===== config.mk =====
export PLATFORM = sky130hd
export DESIGN_NAME = lsu_ctrl
export DESIGN_NICKNAME = d
export VERILOG_FILES = /design/src/rtl/lsu_pkg.sv /design/src/rtl/lsu_align.sv /design/src/rtl/lsu_ctrl.sv
export SDC_FILE = /design/constraint.sdc
export NUM_CORES = 1
export LEC_CHECK = 0
export ABC_AREA = 0
export CAP_MARGIN = 30
export CORE_ASPECT_RATIO = 1.1
export CORE_MARGIN = 2
export CORE_UTILIZATION = 41
export CTS_BUF_LIST = sky130_fd_sc_hd__clkbuf_8
export CTS_CLUSTER_SIZE = 10
export DETAILED_ROUTE_END_ITERATION = 12
export GPL_ROUTABILITY_DRIVEN = 0
export PLACE_DENSITY = 0.88
export SKIP_LAST_GASP = 1
export SYNTH_ARGS = -nofsm -noshare
export SYNTH_HDL_FRONTEND = slang
export SYNTH_SLANG_ARGS = --single-unit

===== constraint.sdc =====
create_clock -name clk -period 2.74 [get_ports clk]
set_input_delay 0.548 -clock clk [delete_from_list [all_inputs] [get_ports clk]]
set_output_delay 0.548 -clock clk [all_outputs]
set_load 0.05 [all_outputs]

===== src/rtl/lsu_pkg.sv =====
// Shared definitions for the load/store unit: DMType width codes, FSM encoding, lane count.
package lsu_pkg;

    localparam int LANES = 4;

    // Width codes as driven by the control unit's DMType field.
    localparam logic [2:0] dm_word              = 3'b000;
    localparam logic [2:0] dm_halfword          = 3'b001;
    localparam logic [2:0] dm_halfword_unsigned = 3'b010;
    localparam logic [2:0] dm_byte              = 3'b011;
    localparam logic [2:0] dm_byte_unsigned     = 3'b100;

    typedef enum logic [1:0] {
        ST_IDLE = 2'b00,
        ST_REQ  = 2'b01,
        ST_DONE = 2'b10
    } lsu_state_e;

    function automatic logic dm_is_half(input logic [2:0] dm);
        return (dm == dm_halfword) || (dm == dm_halfword_unsigned);
    endfunction

    function automatic logic dm_is_byte(input logic [2:0] dm);
        return (dm == dm_byte) || (dm == dm_byte_unsigned);
    endfunction

endpackage


===== src/rtl/lsu_align.sv =====
// Combinational lane logic: byte enables, store replication, load extension, misalignment.
module lsu_align
    import lsu_pkg::*;
(
    input  logic [1:0]         addr_lo,
    input  logic [2:0]         dmtype,
    input  logic [LANES*8-1:0] wdata,
    input  logic [LANES*8-1:0] mem_rdata,
    output logic [LANES-1:0]   be,
    output logic [LANES*8-1:0] lane_wdata,
    output logic [LANES*8-1:0] ext_rdata,
    output logic               misalign
);

    logic [LANES*8-1:0] sh;

    assign sh = mem_rdata >> {addr_lo, 3'b000};

    // NOTE: every output gets a default first so no path through the case infers a latch.
    always_comb begin
        be         = 4'b1111;
        lane_wdata = wdata;
        ext_rdata  = sh;
        misalign   = (addr_lo != 2'b00);
        if (dm_is_byte(dmtype)) begin
            be         = 4'b0001 << addr_lo;
            lane_wdata = {4{wdata[7:0]}};
            misalign   = 1'b0;
            ext_rdata  = (dmtype == dm_byte) ? {{24{sh[7]}}, sh[7:0]} : {24'b0, sh[7:0]};
        end else if (dm_is_half(dmtype)) begin
            be         = 4'b0011 << addr_lo;
            lane_wdata = {2{wdata[15:0]}};
            misalign   = addr_lo[0];
            ext_rdata  = (dmtype == dm_halfword) ? {{16{sh[15]}}, sh[15:0]} : {16'b0, sh[15:0]};
        end
    end

endmodule


===== src/rtl/lsu_ctrl.sv =====
// Load/store unit FSM between EX and data memory; optional REQ timeout under LSU_TIMEOUT_EN.
module lsu_ctrl
    import lsu_pkg::*;
#(
    parameter int ADDR_W      = 32,
    parameter int DATA_W      = 32,
    parameter int TIMEOUT_CYC = 255
) (
    input  logic              clk,
    input  logic              rst,
    input  logic              req_valid,
    output logic              req_ready,
    input  logic              req_we,
    input  logic [2:0]        req_dmtype,
    input  logic [ADDR_W-1:0] req_addr,
    input  logic [DATA_W-1:0] req_wdata,
    output logic              resp_valid,
    output logic [DATA_W-1:0] resp_rdata,
    output logic              resp_misalign,
    output logic              resp_buserr,
    output logic              mem_req,
    output logic              mem_we,
    output logic [ADDR_W-1:0] mem_addr,
    output logic [3:0]        mem_be,
    output logic [DATA_W-1:0] mem_wdata,
    input  logic              mem_ack,
    input  logic [DATA_W-1:0] mem_rdata
);

    lsu_state_e        state_q, state_d;
    logic [ADDR_W-1:0] addr_q, addr_d;
    logic [DATA_W-1:0] wdata_q, wdata_d;
    logic [2:0]        dmtype_q, dmtype_d;
    logic              we_q, we_d;
    logic [DATA_W-1:0] rdata_q, rdata_d;
    logic              misalign_q, misalign_d;
    logic              in_req, in_idle;

    logic [1:0]        al_addr_lo;
    logic [2:0]        al_dmtype;
    logic [DATA_W-1:0] al_wdata, al_lane_wdata, al_ext_rdata;
    logic [3:0]        al_be;
    logic              al_misalign;

    assign in_req  = (state_q == ST_REQ);
    assign in_idle = (state_q == ST_IDLE);

    // In IDLE the aligner looks at the incoming op (misalign decision); otherwise at the latch.
    assign al_addr_lo = in_idle ? req_addr[1:0] : addr_q[1:0];
    assign al_dmtype  = in_idle ? req_dmtype    : dmtype_q;
    assign al_wdata   = in_idle ? req_wdata     : wdata_q;

    lsu_align u_align (
        .addr_lo    (al_addr_lo),
        .dmtype     (al_dmtype),
        .wdata      (al_wdata),
        .mem_rdata  (mem_rdata),
        .be         (al_be),
        .lane_wdata (al_lane_wdata),
        .ext_rdata  (al_ext_rdata),
        .misalign   (al_misalign)
    );

`ifdef LSU_TIMEOUT_EN
    localparam int CNT_W = ($clog2(TIMEOUT_CYC + 1) > 8) ? $clog2(TIMEOUT_CYC + 1) : 8;
    logic [CNT_W-1:0] cnt_q, cnt_d;
    logic             buserr_q, buserr_d;
    logic             timeout;

    assign timeout     = in_req && !mem_ack && (cnt_q == CNT_W'(TIMEOUT_CYC - 1));
    assign cnt_d       = (in_req && !mem_ack) ? cnt_q + 1'b1 : '0;
    assign resp_buserr = buserr_q;
`else
    logic timeout;

    assign timeout     = 1'b0;
    assign resp_buserr = 1'b0;
`endif

    always_comb begin
        state_d    = state_q;
        addr_d     = addr_q;
        wdata_d    = wdata_q;
        dmtype_d   = dmtype_q;
        we_d       = we_q;
        rdata_d    = rdata_q;
        misalign_d = misalign_q;
`ifdef LSU_TIMEOUT_EN
        buserr_d   = buserr_q;
`endif
        unique case (state_q)
            ST_IDLE: begin
                if (req_valid) begin
                    addr_d     = req_addr;
                    wdata_d    = req_wdata;
                    dmtype_d   = req_dmtype;
                    we_d       = req_we;
                    rdata_d    = '0;
                    misalign_d = al_misalign;
`ifdef LSU_TIMEOUT_EN
                    buserr_d   = 1'b0;
`endif
                    state_d    = al_misalign ? ST_DONE : ST_REQ;
                end
            end
            ST_REQ: begin
                // Ack takes priority over a timeout landing in the same cycle.
                if (mem_ack) begin
                    rdata_d = we_q ? '0 : al_ext_rdata;
                    state_d = ST_DONE;
                end else if (timeout) begin
`ifdef LSU_TIMEOUT_EN
                    buserr_d = 1'b1;
`endif
                    rdata_d  = '0;
                    state_d  = ST_DONE;
                end
            end
            ST_DONE: state_d = ST_IDLE;
            default: state_d = ST_IDLE;
        endcase
    end

    // NOTE: sequential state uses non-blocking assignments so all registers update together.
    always_ff @(posedge clk) begin
        if (rst) begin
            state_q    <= ST_IDLE;
            addr_q     <= '0;
            wdata_q    <= '0;
            dmtype_q   <= '0;
            we_q       <= 1'b0;
            rdata_q    <= '0;
            misalign_q <= 1'b0;
`ifdef LSU_TIMEOUT_EN
            cnt_q      <= '0;
            buserr_q   <= 1'b0;
`endif
        end else begin
            state_q    <= state_d;
            addr_q     <= addr_d;
            wdata_q    <= wdata_d;
            dmtype_q   <= dmtype_d;
            we_q       <= we_d;
            rdata_q    <= rdata_d;
            misalign_q <= misalign_d;
`ifdef LSU_TIMEOUT_EN
            cnt_q      <= cnt_d;
            buserr_q   <= buserr_d;
`endif
        end
    end

    assign req_ready     = in_idle;
    assign resp_valid    = (state_q == ST_DONE);
    assign resp_rdata    = rdata_q;
    assign resp_misalign = misalign_q;

    assign mem_req   = in_req;
    assign mem_we    = in_req & we_q;
    assign mem_addr  = in_req ? {addr_q[ADDR_W-1:2], 2'b00} : '0;
    assign mem_be    = in_req ? al_be : 4'b0000;
    assign mem_wdata = in_req ? al_lane_wdata : '0;

endmodule


==> results of run 1 <==
[sequential cells by signal, indices dropped and copies added (netlist names)]
register and cells:
resp_misalign 1, state_q 2, resp_rdata 32, dmtype_q 3
wdata_q 32, addr_q 32, we_q 1
[layout by cell type (no fill, tap or decap), types with 9 or more instances in the layout]
master                            netlist  final
sky130_fd_sc_hd__buf_12                 0     34
sky130_fd_sc_hd__mux2i_1               17      9
sky130_fd_sc_hd__o21ai_0               27     23
sky130_fd_sc_hd__clkdlybuf4s50_1        0    133
sky130_fd_sc_hd__clkbuf_8               0      9
sky130_fd_sc_hd__buf_4                  5     80
sky130_fd_sc_hd__and2_1                48     47
sky130_fd_sc_hd__dfxtp_1              103    101
sky130_fd_sc_hd__a21oi_1              114     95
sky130_fd_sc_hd__a21oi_4                0     17
sky130_fd_sc_hd__nand2_1              232    224
sky130_fd_sc_hd__o221a_2               11     11
sky130_fd_sc_hd__o21ai_2               10     12
[cells by family (layout without fill, tap and decap cells)]
| logic type | Yosys count | in the layout | share of synthesized area, % |
|---|---|---|---|
| DFF | 103 | 103 | 39.0 |
| other | 1 | 3 | 0.0709 |
| adders and majority gates | 4 | 4 | 0.946 |
| buffers and inverters | 60 | 285 | 4.92 |
| AOI/OAI and AO/OA | 204 | 204 | 23.8 |
| muxes | 26 | 26 | 5.56 |
| and+or+nand+nor | 307 | 308 | 24.9 |
| xor gates and xnor gates | 5 | 5 | 0.828 |
[cell type report]
class / instances / area, um^2 / share of cell area [%]
clock buffer: 9 / 124 / 1.42
sequential: 103 / 2060 / 23.6
inverter: 5 / 31.3 / 0.358
multi-input combinational: 550 / 3410 / 38.9
timing repair buffer: 264 / 2850 / 32.6
tap: 157 / 196 / 2.25
clock inverter: 7 / 71.3 / 0.815
[critical path: stages, from the launching register on]
cell,delay [ns]
sky130_fd_sc_hd__dfxtp_2,0.35
sky130_fd_sc_hd__or2_4,0.33
sky130_fd_sc_hd__nand3_4,0.12
sky130_fd_sc_hd__o21ai_4,0.09
sky130_fd_sc_hd__buf_6,0.16
sky130_fd_sc_hd__a211oi_1,0.26
sky130_fd_sc_hd__o22ai_1,0.16
sky130_fd_sc_hd__o221a_2,0.29
sky130_fd_sc_hd__buf_12,0.16
[stage by stage]
stage	area (um^2)	hold WS, ns	total power [mW]	worst slack, ns	instances
after floorplan	5490	0.432	4.14	0.0168	712
after global placement	8080	0.434	5.45	-0.243	1063
after detailed placement	8080	0.442	5.52	-0.304	1063
after CTS	8620	0.456	7.00	-0.0332	1092
after global routing	8750	0.468	7.56	-0.180	1095
final	8750	0.454	7.25	-0.110	1095
[layer usage]
layer | GRT usage (%) | wire [um] | vias to the layer above
met5 | 0 | 0 | -
met3 | 6.42 | 1640 | 68
met4 | 11.1 | 818 | 0
met1 | 31.2 | 7350 | 2834
met2 | 48.6 | 10200 | 341
li1 | - | - | 2853
[power by group through the flow]
| stage | Sequential, mW | Clock [mW] | Combinational (mW) |
|---|---|---|---|
| after floorplan | 1.98 | 0 | 2.15 |
| after global placement | 1.85 | 0 | 3.60 |
| after detailed placement | 1.86 | 0 | 3.66 |
| after CTS | 1.84 | 1.00 | 4.17 |
| after global routing | 1.87 | 1.05 | 4.64 |
| final | 1.85 | 0.976 | 4.42 |
[timing repair]
item | 4_1_cts | 5_1_grt
pin swaps | 14 | 7
buffers inserted | 8 | 2
endpoints found under the setup margin | 28 | 44
gates resized for setup | 56 | 21
cloned | 5 | 1
[worst max-delay path by stage]
| stage | startpoint | end | slack (ns) | depth (start not counted) |
|---|---|---|---|---|
| 3_3_place_gp | req_dmtype[0] | mem_wdata[8] | -0.24 | 7 |
| 5_1_grt | state_q[0] | mem_wdata[29] | -0.18 | 8 |
| 6_report | state_q[0] | mem_wdata[29] | -0.11 | 8 |
| 2_1_floorplan | state_q[1] | mem_be[0] | 0.02 | 4 |
| 3_5_place_dp | req_dmtype[0] | mem_wdata[12] | -0.30 | 7 |
| 4_1_cts | state_q[0] | mem_wdata[16] | -0.03 | 9 |
==> flow_summary.rst, run 1 <==
.. list-table::
   :header-rows: 1

   * - Metric
     - Value
   * - Count of flip-flops with a built-in enable after synthesis
     - 0
   * - Synth-to-layout area growth
     - 65.4%
   * - Synth Warn #
     - 0
   * - Count of port buffers added during placement
     - 206
   * - Number of antenna violations at the first check in global routing
     - 0
   * - Post-Route Skew
     - ~0.009 ns
   * - Antenna cells
     - 0
   * - Portion of total power attributed to sequential cells
     - between 20% and 30%
   * - Die Outline Area
     - 13800 um^2
   * - Fmax
     - ~0.35 GHz
   * - Overflow left after global routing
     - 0
   * - Number of clock sinks seen by CTS
     - a little over 100
   * - P per Cell Area
     - about 830 nW/um^2
   * - Number of global-route vias before repair
     - 5849
   * - CTS tree
     - built
   * - Tot GR Track Use
     - between 20% and 30%
   * - DRT iter0 DRCs
     - between 600 and 700
   * - Number of buffers created by CTS
     - 9
   * - Min cycle time layout
     - 2.85 ns
   * - Worst Path Max Fanout
     - 8
   * - Cell-internal power
     - slightly below 4 mW
   * - Max-slew violation count
     - 0
   * - Count of different cell masters after synthesis
     - 46
   * - Most frequent cells after synthesis
     - sky130_fd_sc_hd__nand2_1 (232), sky130_fd_sc_hd__a21oi_1 (114), sky130_fd_sc_hd__dfxtp_1 (103), sky130_fd_sc_hd__and2_1 (48), sky130_fd_sc_hd__clkbuf_1 (44)
   * - Final setup TNS
     - -1.47 ns
   * - Number of detailed-routing iterations run before antenna repair
     - 5
   * - Deepest clock path buffer count
     - 2
   * - Worst hold path cell count
     - 2
   * - Worst Hold Endpoint
     - addr_q[28]
   * - Total detailed-routing wirelength
     - 20000 um
   * - Violations in the final reports
     - setup timing
   * - Largest net degree at the start of global routing
     - between 70 and 80
   * - Core Rows
     - 43
   * - Count leader, synth
     - sky130_fd_sc_hd__nand2_1
   * - Critical Setup Path Class
     - reg -> out
   * - Number of violations of the max-capacitance limit
     - 0
   * - Worst hold path class
     - reg -> reg
   * - Arr. time, crit path
     - 2.30 ns
   * - Clk slew on worst S/H paths
     - ~0.10 ns
   * - Minimum setup slack in the final design
     - -0.110 ns
   * - Share of post-route cells with drive strength above 1
     - between 20% and 30%
   * - Core region area
     - 12600 um^2
   * - I/O pin count
     - between 200 and 250
   * - Worst path required time
     - 2.19 ns
   * - Global-route wire length before repair
     - roughly 30000 um
   * - Period utilization
     - 104%
   * - Vias
     - about 6100
   * - Most instantiated flip-flop cell in the synthesis netlist
     - sky130_fd_sc_hd__dfxtp_1
   * - Final hold violation count
     - 0
   * - Part of the total power dissipated in combinational logic
     - ~60%
   * - Worst flop-to-flop path endpoint
     - resp_rdata[16]
   * - Async S/R FF share, synth
     - 0%
   * - Status
     - complete, but fails checks
   * - Antenna-violating nets left
     - 0
   * - Startpoint of the most critical hold path
     - addr_q[28]
   * - Maximum resistive drop on vdd
     - roughly 0.63 mV
   * - Per-cell via count in the routed design
     - ~5.6
   * - Total leakage power
     - 3.41 nW
   * - Die width
     - roughly 110 um
   * - RSZ-0062 raised after global routing
     - yes
   * - Clock insertion delay at the later pin of the skew report
     - 0.38 ns
   * - Mapped cell area
     - around 5300 um^2
   * - Ranking of synthesized cells by area
     - sky130_fd_sc_hd__dfxtp_1 (39%), sky130_fd_sc_hd__nand2_1 (16%), sky130_fd_sc_hd__a21oi_1 (11%)
   * - Worst slew margin
     - 35.4%
   * - Sequential fraction of the synthesis area
     - between 30% and 40%
   * - Synthesized instance count
     - 710
   * - Utilization after layout
     - approximately 70%
   * - Type of element launching the critical path
     - flip-flop
   * - Per-cell routed wire length
     - 18.2 um
   * - Category of the worst setup path capture point
     - primary output
   * - Fraction of power consumed by the clock network
     - a little over an eighth
   * - Cell type with the highest aggregate area in the netlist
     - sky130_fd_sc_hd__dfxtp_1
   * - Root buffer selected by CTS
     - sky130_fd_sc_hd__clkbuf_8
   * - Vertical extent of the die
     - between 100 and 150 um
   * - Switching pwr
     - 3.28 mW
   * - Number of nets in the layout
     - roughly 1000
   * - Detailed placement HPWL
     - approximately 13000 um
   * - Measured slew at the worst slew-check pin
     - around 0.96 ns
   * - Drc violations
     - 0
   * - H-Tree Depth
     - 3
   * - Worst R2R Path Depth
     - 11
   * - Launching point of the worst reg2reg path
     - state_q[0]
   * - Setup violators final
     - 27
   * - Filler Cells Inserted
     - roughly 970
   * - Share of the synthesized area in the top cell type
     - about two fifths
   * - Net switching share of the total power
     - a little under half
   * - Reg-to-reg setup timing slack
     - roughly 0.09 ns
   * - Average instance area after synthesis
     - roughly 7.4 um^2
   * - Flip-flop and latch count after synthesis
     - 103
   * - Cts-stage hold buffer count
     - 0
   * - Initial Util
     - 42.0%
Note: power is estimated with default switching activity, not from simulation.
==> run 2: changes to the inputs <==
PLACE_DENSITY = 0.81   (was 0.88)
==> run 2 against run 1 <==
Compared with the run above:
- the run still ends with setup timing left
- flip-flop and latch count is the same
- cell area grew 0.70%
- first-iteration DRC count shrank 27%
- clock power grew 8%
- worst setup slack gained 0.093 ns
- critical path type unchanged
- wire length shrank 4.0%
- sequential power is essentially flat
- register-to-register slack gained 0.20 ns
- non-clock buffer count shrank 1
- via count shrank 2.1%
- combinational power shrank 0.9%
==> flow_summary.rst, run 2 (synthesis gave the netlist of run 1 again) <==
.. list-table::
   :header-rows: 1

   * - Metric
     - Value
   * - Number of antenna violations at the first check in global routing
     - 1 (was 0)
   * - Final hold violation count
     - 0 (unchanged)
   * - DRT iter0 DRCs
     - 480 (was 655)
   * - CP max-delay cell
     - sky130_fd_sc_hd__dfxtp_2 (unchanged)
   * - Worst Path Max Fanout
     - 7 (was 8)
   * - Met1 Use GR
     - 32.0% (was 31.2%)
   * - Violations in the final reports
     - setup timing (unchanged)
   * - Type of element launching the critical path
     - flip-flop (unchanged)
   * - Deepest clock path buffer count
     - 2 (unchanged)
   * - Worst R2R Path Depth
     - 9 (was 11)
   * - Minimum setup slack in the final design
     - -0.0169 ns (was -0.110 ns)
   * - Overflow left after global routing
     - 0 (unchanged)
   * - Final setup TNS
     - -0.0245 ns (was -1.47 ns)
   * - Worst slack on hold paths
     - 0.452 ns (was 0.454 ns)
   * - Share of post-route cells with drive strength above 1
     - 25.3% (was 26.1%)
   * - Category of the worst setup path capture point
     - primary output (unchanged)
   * - Worst path required time
     - 2.19 ns (about the same)
   * - Vertical extent of the die
     - 123 um (unchanged)
   * - Number of nets in the layout
     - 1039 (was 1041)
   * - Worst slew margin
     - 50.1% (was 35.4%)
   * - Per-cell via count in the routed design
     - 5.46 (was 5.57)
   * - Largest net degree at the start of global routing
     - 65 (was 73)
   * - Number of clock sinks seen by CTS
     - 103 (unchanged)
   * - Maximum resistive drop on vdd
     - 0.535 mV (was 0.627 mV)
   * - Overall power consumption
     - 7.27 mW (was 7.25 mW)
   * - Setup violators final
     - 2 (was 27)
   * - Core Rows
     - 43 (unchanged)
   * - Per-cell routed wire length
     - 17.5 um (was 18.2 um)
   * - P per Cell Area
     - 826 nW/um^2 (was 829 nW/um^2)
   * - Status
     - complete, but fails checks (unchanged)
   * - Chain of cells forming the critical path
     - or2_4 > clkinv_8 > mux2i_4 > inv_2 > ha_1 > o221a_4 > buf_12 (was or2_4 > nand3_4 > o21ai_4 > buf_6 > a211oi_1 > o22ai_1 > o221a_2 > buf_12)
   * - Worst hold path class
     - reg -> reg (unchanged)
   * - Global-route met3 utilization
     - 4.22% (was 6.42%)
   * - Synth-to-layout area growth
     - 66.5% (was 65.4%)
   * - Number of global-route vias before repair
     - 5690 (was 5849)
   * - Filler Cells Inserted
     - 984 (was 967)
   * - Period utilization
     - 101% (was 104%)
   * - Core region area
     - 12600 um^2 (unchanged)
   * - Worst flop-to-flop path endpoint
     - resp_rdata[12] (was resp_rdata[16])
   * - Met2 GRT Util
     - 43.7% (was 48.6%)
   * - Clock insertion delay at the later pin of the skew report
     - 0.37 ns (was 0.38 ns)
   * - Total detailed-routing wirelength
     - 19200 um (was 20000 um)
   * - CTS tree
     - built (unchanged)
   * - Worst hold path cell count
     - 2 (unchanged)
   * - Reg-to-reg setup timing slack
     - 0.29 ns (was 0.09 ns)
   * - Leading cell type in the layout, fill and taps excluded
     - sky130_fd_sc_hd__nand2_1 (unchanged)
   * - Startpoint of the most critical hold path
     - addr_q[8] (was addr_q[28])
   * - Highest-count cells in the layout ignoring fill and taps
     - sky130_fd_sc_hd__nand2_1 (223), sky130_fd_sc_hd__clkdlybuf4s50_1 (132), sky130_fd_sc_hd__dfxtp_1 (101) (was sky130_fd_sc_hd__nand2_1 (224), sky130_fd_sc_hd__clkdlybuf4s50_1 (133), sky130_fd_sc_hd__dfxtp_1 (101))
   * - Initial Util
     - 42.0% (unchanged)
   * - Antenna-violating nets left
     - 0 (unchanged)
   * - Root buffer selected by CTS
     - sky130_fd_sc_hd__clkbuf_8 (unchanged)
   * - Max-slew violation count
     - 0 (unchanged)
   * - Count of port buffers added during placement
     - 206 (unchanged)
   * - Drc violations
     - 0 (unchanged)
   * - Total leakage power
     - 3.48 nW (was 3.41 nW)
   * - Number of detailed-routing iterations run before antenna repair
     - 5 (unchanged)
   * - Global-route wire length before repair
     - 28500 um (was 29800 um)
   * - H-Tree Depth
     - 3 (unchanged)
   * - Clk slew on worst S/H paths
     - 0.09 ns (was 0.10 ns)
   * - Tot GR Track Use
     - 25.8% (was 27.1%)
   * - Fmax
     - 0.363 GHz (was 0.351 GHz)
   * - Crit-path max cell delay
     - 0.33 ns (was 0.35 ns)
   * - Vias
     - 5971 (was 6096)
   * - Worst Hold Endpoint
     - addr_q[8] (was addr_q[28])
   * - Post-Route Skew
     - 0.00700 ns (was 0.00896 ns)
   * - Number of violations of the max-capacitance limit
     - 0 (unchanged)
   * - Number of buffers created by CTS
     - 9 (unchanged)
   * - Launching point of the worst reg2reg path
     - state_q[1] (was state_q[0])
   * - Min cycle time layout
     - 2.76 ns (was 2.85 ns)
   * - Die Outline Area
     - 13800 um^2 (unchanged)
   * - Critical Setup Path Class
     - reg -> out (unchanged)
   * - Global-route layer with the greatest usage
     - met2 (unchanged)
   * - Arr. time, crit path
     - 2.21 ns (was 2.30 ns)
   * - RSZ-0062 raised after global routing
     - yes (unchanged)
   * - I/O pin count
     - 210 (unchanged)
   * - Cts-stage hold buffer count
     - 0 (unchanged)
   * - Die width
     - 112 um (unchanged)
   * - Measured slew at the worst slew-check pin
     - 0.749 ns (was 0.960 ns)
   * - Detailed placement HPWL
     - 12700 um (was 13400 um)
## run 2: changes by cell type in the layout (fill, tap and decap cells not counted), moves of 3 or more
cell,previous run,this run
sky130_fd_sc_hd__o221a_2,11,4
sky130_fd_sc_hd__o221a_4,0,7
sky130_fd_sc_hd__mux2i_2,8,2
sky130_fd_sc_hd__mux2i_1,9,15
sky130_fd_sc_hd__a211oi_1,3,0
## run 2: where the power goes
part           internal, mW  total, mW  switching, mW
Sequential             1.70       1.84          0.143
Clock                 0.529       1.05          0.524
Combinational          1.83       4.38           2.55
## run 2: how the worst max path moves through the flow
stage,start,end,slack [ns],cells after the start
global placement,req_dmtype[0],mem_wdata[30],-0.23,8
finish,state_q[1],mem_be[2],-0.02,7
floorplan,state_q[1],mem_be[0],0.02,4
detailed placement,req_dmtype[1],mem_wdata[30],-0.24,8
global route,state_q[1],mem_wdata[18],-0.10,9
CTS,state_q[0],mem_wdata[30],-0.04,9
## run 2: per-layer routing
layer	share of wire [%]	wire, um	vias up
met3	7.2	1370	47
met1	40	7570	2794
met4	3.9	749	0
met5	0	0	-
met2	49	9460	278
li1	-	-	2852
## run 2: worst max-delay path, delay by kind of cell (launching register included)
family                     cells  cell delay (ns)
AOI/OAI and AO/OA              1             0.30
and+or+nand+nor                1             0.33
muxes                          1             0.28
adders and majority gates      1             0.25
buffers and inverters          3             0.34
DFF                            1             0.33
## run 2: what timing repair did
action,CTS,global route
resized for setup,25,55
setup buffers,7,6
setup endpoints to repair,28,28
pin swaps,10,28
gates cloned,2,1
## run 2: area by class of cell
| cell class | count | area [um^2] | area share [%] |
|---|---|---|---|
| antenna | 1 | 2.50 | 0.0284 |
| clock buffer | 10 | 138 | 1.56 |
| clock inverter | 5 | 75.1 | 0.852 |
| inverter | 5 | 31.3 | 0.355 |
| multi-input combinational | 549 | 3470 | 39.4 |
| sequential | 103 | 2060 | 23.4 |
| tap | 157 | 196 | 2.23 |
| timing repair buffer | 263 | 2830 | 32.2 |
## run 2: per-stage QoR
stage	util [%]	instance area, um^2	cells	worst slack, ns
2_1_floorplan	-	5490	712	0.0168
3_3_place_gp	64.2	8090	1061	-0.228
3_5_place_dp	64.2	8090	1061	-0.244
4_1_cts	67.5	8500	1085	-0.0362
5_1_grt	69.9	8800	1092	-0.101
6_report	70.0	8810	1093	-0.0169
==> run 3: changes to the inputs <==
CORE_ASPECT_RATIO = not set   (was 1.1)
==> run 3 against run 2 <==
Compared with the run above:
- non-clock buffer count is 2 higher
- critical path type is now in -> out
- the run still ends with setup timing left
- highest routed layer unchanged
- worst setup slack worse by 0.11 ns
- fmax is 3.7% lower
- clock skew is 0.0022 ns higher
- wire length is 1.3% lower
- total power is 2.0% higher
- worst hold slack better by 0.0026 ns
- critical endpoint is now mem_wdata[18]
==> flow_summary.rst, run 3 (synthesis gave the netlist of run 1 again) <==
.. list-table::
   :header-rows: 1

   * - Metric
     - Value
   * - Status
     - complete, but fails checks (unchanged)
   * - Violations in the final reports
     - setup timing (unchanged)
   * - Root buffer selected by CTS
     - sky130_fd_sc_hd__clkbuf_8 (unchanged)
   * - Clk slew on worst S/H paths
     - 0.09 ns (about the same)
   * - Final hold violation count
     - 0 (unchanged)
   * - Reg-to-reg setup timing slack
     - 0.22 ns (was 0.29 ns)
   * - Number of violations of the max-capacitance limit
     - 0 (unchanged)
   * - Number of detailed-routing iterations run before antenna repair
     - 6 (was 5)
   * - Max-slew violation count
     - 0 (unchanged)
   * - Die Outline Area
     - 13800 um^2 (about the same)
   * - Worst path required time
     - 2.19 ns (about the same)
   * - Deepest clock path buffer count
     - 2 (unchanged)
   * - Global-route met3 utilization
     - 8.58% (was 4.22%)
   * - Total leakage power
     - 3.46 nW (was 3.48 nW)
   * - Number of buffers created by CTS
     - 9 (unchanged)
   * - Setup violators final
     - 27 (was 2)
   * - Number of nets in the layout
     - 1041 (was 1039)
   * - Worst Hold Endpoint
     - addr_q[29] (was addr_q[8])
   * - I/O pin count
     - 210 (unchanged)
   * - P per Cell Area
     - 832 nW/um^2 (was 826 nW/um^2)
   * - Global-route layer with the greatest usage
     - met2 (unchanged)
   * - Met1 Use GR
     - 32.3% (was 32.0%)
   * - Post-Route Skew
     - 0.00921 ns (was 0.00700 ns)
   * - Part of the total power dissipated in combinational logic
     - 60.3% (was 60.2%)
   * - Period utilization
     - 104% (was 101%)
   * - Arr. time, crit path
     - 2.32 ns (was 2.21 ns)
   * - Startpoint of the most critical hold path
     - addr_q[29] (was addr_q[8])
   * - Global-route wire length before repair
     - 29900 um (was 28500 um)
   * - Net switching share of the total power
     - 44.2% (about the same)
   * - Die width
     - 118 um (was 112 um)
   * - Measured slew at the worst slew-check pin
     - 0.680 ns (was 0.749 ns)
   * - Tot GR Track Use
     - 26.5% (was 25.8%)
   * - CTS tree
     - built (unchanged)
   * - Clock insertion delay at the later pin of the skew report
     - 0.39 ns (was 0.37 ns)
   * - Synth-to-layout area growth
     - 68.6% (was 66.5%)
   * - Filler Cells Inserted
     - 990 (was 984)
   * - Leading cell type in the layout, fill and taps excluded
     - sky130_fd_sc_hd__nand2_1 (unchanged)
   * - Highest-count cells in the layout ignoring fill and taps
     - sky130_fd_sc_hd__nand2_1 (230), sky130_fd_sc_hd__clkdlybuf4s50_1 (134), sky130_fd_sc_hd__dfxtp_1 (102) (was sky130_fd_sc_hd__nand2_1 (223), sky130_fd_sc_hd__clkdlybuf4s50_1 (132), sky130_fd_sc_hd__dfxtp_1 (101))
   * - Utilization after layout
     - 70.7% (was 70.0%)
   * - Antenna-violating nets left
     - 0 (unchanged)
   * - Core Rows
     - 41 (was 43)
   * - Count of port buffers added during placement
     - 206 (unchanged)
   * - Met2 GRT Util
     - 44.4% (was 43.7%)
   * - Portion of total power attributed to sequential cells
     - 24.8% (was 25.3%)
   * - Core region area
     - 12600 um^2 (about the same)
   * - Total detailed-routing wirelength
     - 18900 um (was 19200 um)
   * - H-Tree Depth
     - 3 (unchanged)
   * - Min cycle time layout
     - 2.86 ns (was 2.76 ns)
   * - Area occupied by registers
     - 2070 um^2 (was 2060 um^2)
   * - Worst R2R Path Depth
     - 9 (unchanged)
   * - Per-cell routed wire length
     - 17.0 um (was 17.5 um)
   * - Number of global-route vias before repair
     - 5764 (was 5690)
   * - Worst slack on hold paths
     - 0.455 ns (was 0.452 ns)
   * - Type of element launching the critical path
     - primary input (was flip-flop)
   * - Largest net degree at the start of global routing
     - 61 (was 65)
   * - Launching point of the worst reg2reg path
     - state_q[1] (unchanged)
   * - Fmax
     - 0.349 GHz (was 0.363 GHz)
   * - Worst hold path class
     - reg -> reg (unchanged)
   * - Overflow left after global routing
     - 0 (unchanged)
   * - Share of post-route cells with drive strength above 1
     - 26.2% (was 25.3%)
   * - Number of antenna violations at the first check in global routing
     - 0 (was 1)
   * - Worst hold path cell count
     - 2 (unchanged)
   * - Critical Setup Path Class
     - in -> out (was reg -> out)
   * - Per-cell via count in the routed design
     - 5.39 (was 5.46)
   * - RSZ-0062 raised after global routing
     - yes (unchanged)
   * - Maximum resistive drop on vdd
     - 0.592 mV (was 0.535 mV)
   * - Worst Path Max Fanout
     - 5 (was 7)
   * - Cell-internal power
     - 4.14 mW (was 4.05 mW)
   * - Switching pwr
     - 3.28 mW (was 3.22 mW)
   * - Detailed placement HPWL
     - 12700 um (about the same)
   * - Fraction of power consumed by the clock network
     - 14.9% (was 14.5%)
   * - Vertical extent of the die
     - 118 um (was 123 um)
   * - Antenna cells
     - 0 (was 1)
   * - Worst flop-to-flop path endpoint
     - resp_rdata[12] (unchanged)
   * - Minimum setup slack in the final design
     - -0.123 ns (was -0.0169 ns)
   * - Initial Util
     - 41.9% (was 42.0%)
   * - Total area of multi-input combinational cells
     - 3520 um^2 (was 3470 um^2)
   * - Worst slew margin
     - 54.6% (was 50.1%)
   * - Category of the worst setup path capture point
     - primary output (unchanged)
   * - DRT iter0 DRCs
     - 514 (was 480)
   * - Drc violations
     - 0 (unchanged)
   * - Vias
     - 5980 (was 5971)
   * - Number of clock sinks seen by CTS
     - 103 (unchanged)
## run 3: how the worst max path moves through the flow
stage	from	cells past startpoint	endpoint	slack, ns
6_report	req_dmtype[2]	10	mem_wdata[18]	-0.12
5_1_grt	state_q[1]	8	mem_wdata[24]	-0.24
4_1_cts	state_q[1]	8	mem_wdata[18]	-0.08
3_5_place_dp	req_dmtype[1]	8	mem_wdata[30]	-0.17
3_3_place_gp	req_dmtype[1]	8	mem_wdata[30]	-0.16
2_1_floorplan	state_q[1]	4	mem_be[0]	0.02
## run 3: power by group through the flow
stage	logic [mW]	clock network (mW)	registers, mW
2_1_floorplan	2.15	0	1.98
3_3_place_gp	3.63	0	1.85
3_5_place_dp	3.67	0	1.86
4_1_cts	4.18	1.13	1.83
5_1_grt	4.75	1.18	1.86
6_report	4.47	1.11	1.84
## run 3: per-stage QoR
step	setup WS [ns]	total power, mW	cells	TNS [ns]	instance area [um^2]
after global routing	-0.245	7.80	1110	-3.86	8920
after CTS	-0.0756	7.14	1109	-0.917	8720
after detailed placement	-0.175	5.53	1077	-2.93	8110
after floorplan	0.0168	4.14	712	0	5490
after global placement	-0.161	5.48	1077	-2.57	8110
final	-0.123	7.42	1110	-1.93	8920
## run 3: worst max-delay path, cell delays in order
cell and delay [ns]:
sky130_fd_sc_hd__clkdlybuf4s50_1 0.49, sky130_fd_sc_hd__inv_1 0.08, sky130_fd_sc_hd__o21ai_2 0.16, sky130_fd_sc_hd__buf_4 0.16, sky130_fd_sc_hd__buf_4 0.14, sky130_fd_sc_hd__xnor2_4 0.14, sky130_fd_sc_hd__buf_6 0.15, sky130_fd_sc_hd__nand2_1 0.10
sky130_fd_sc_hd__a21oi_4 0.19, sky130_fd_sc_hd__buf_12 0.15
## run 3: per-layer routing
layer / vias up / routed length, um
li1: 2851 / -
met1: 2848 / 7670
met2: 245 / 9440
met3: 36 / 1330
met4: 0 / 463
met5: - / 0
## run 3: final cells by class
cell class / instances / area share (%)
Tap cell: 172 / 2.41
Sequential cell: 103 / 23.2
Clock inverter: 6 / 1.05
Timing Repair Buffer: 265 / 32.0
Inverter: 5 / 0.351
Multi-Input combinational cell: 549 / 39.5
Clock buffer: 10 / 1.54
## run 3: what timing repair did
action | in CTS | in global routing
endpoints found under the hold margin | 0 | 0
gates resized for setup | 51 | 39
buffers inserted | 13 | 2
setup endpoints to repair | 28 | 29
cloned | 3 | 0
hold buffers | 0 | 0
pin swaps | 29 | 12
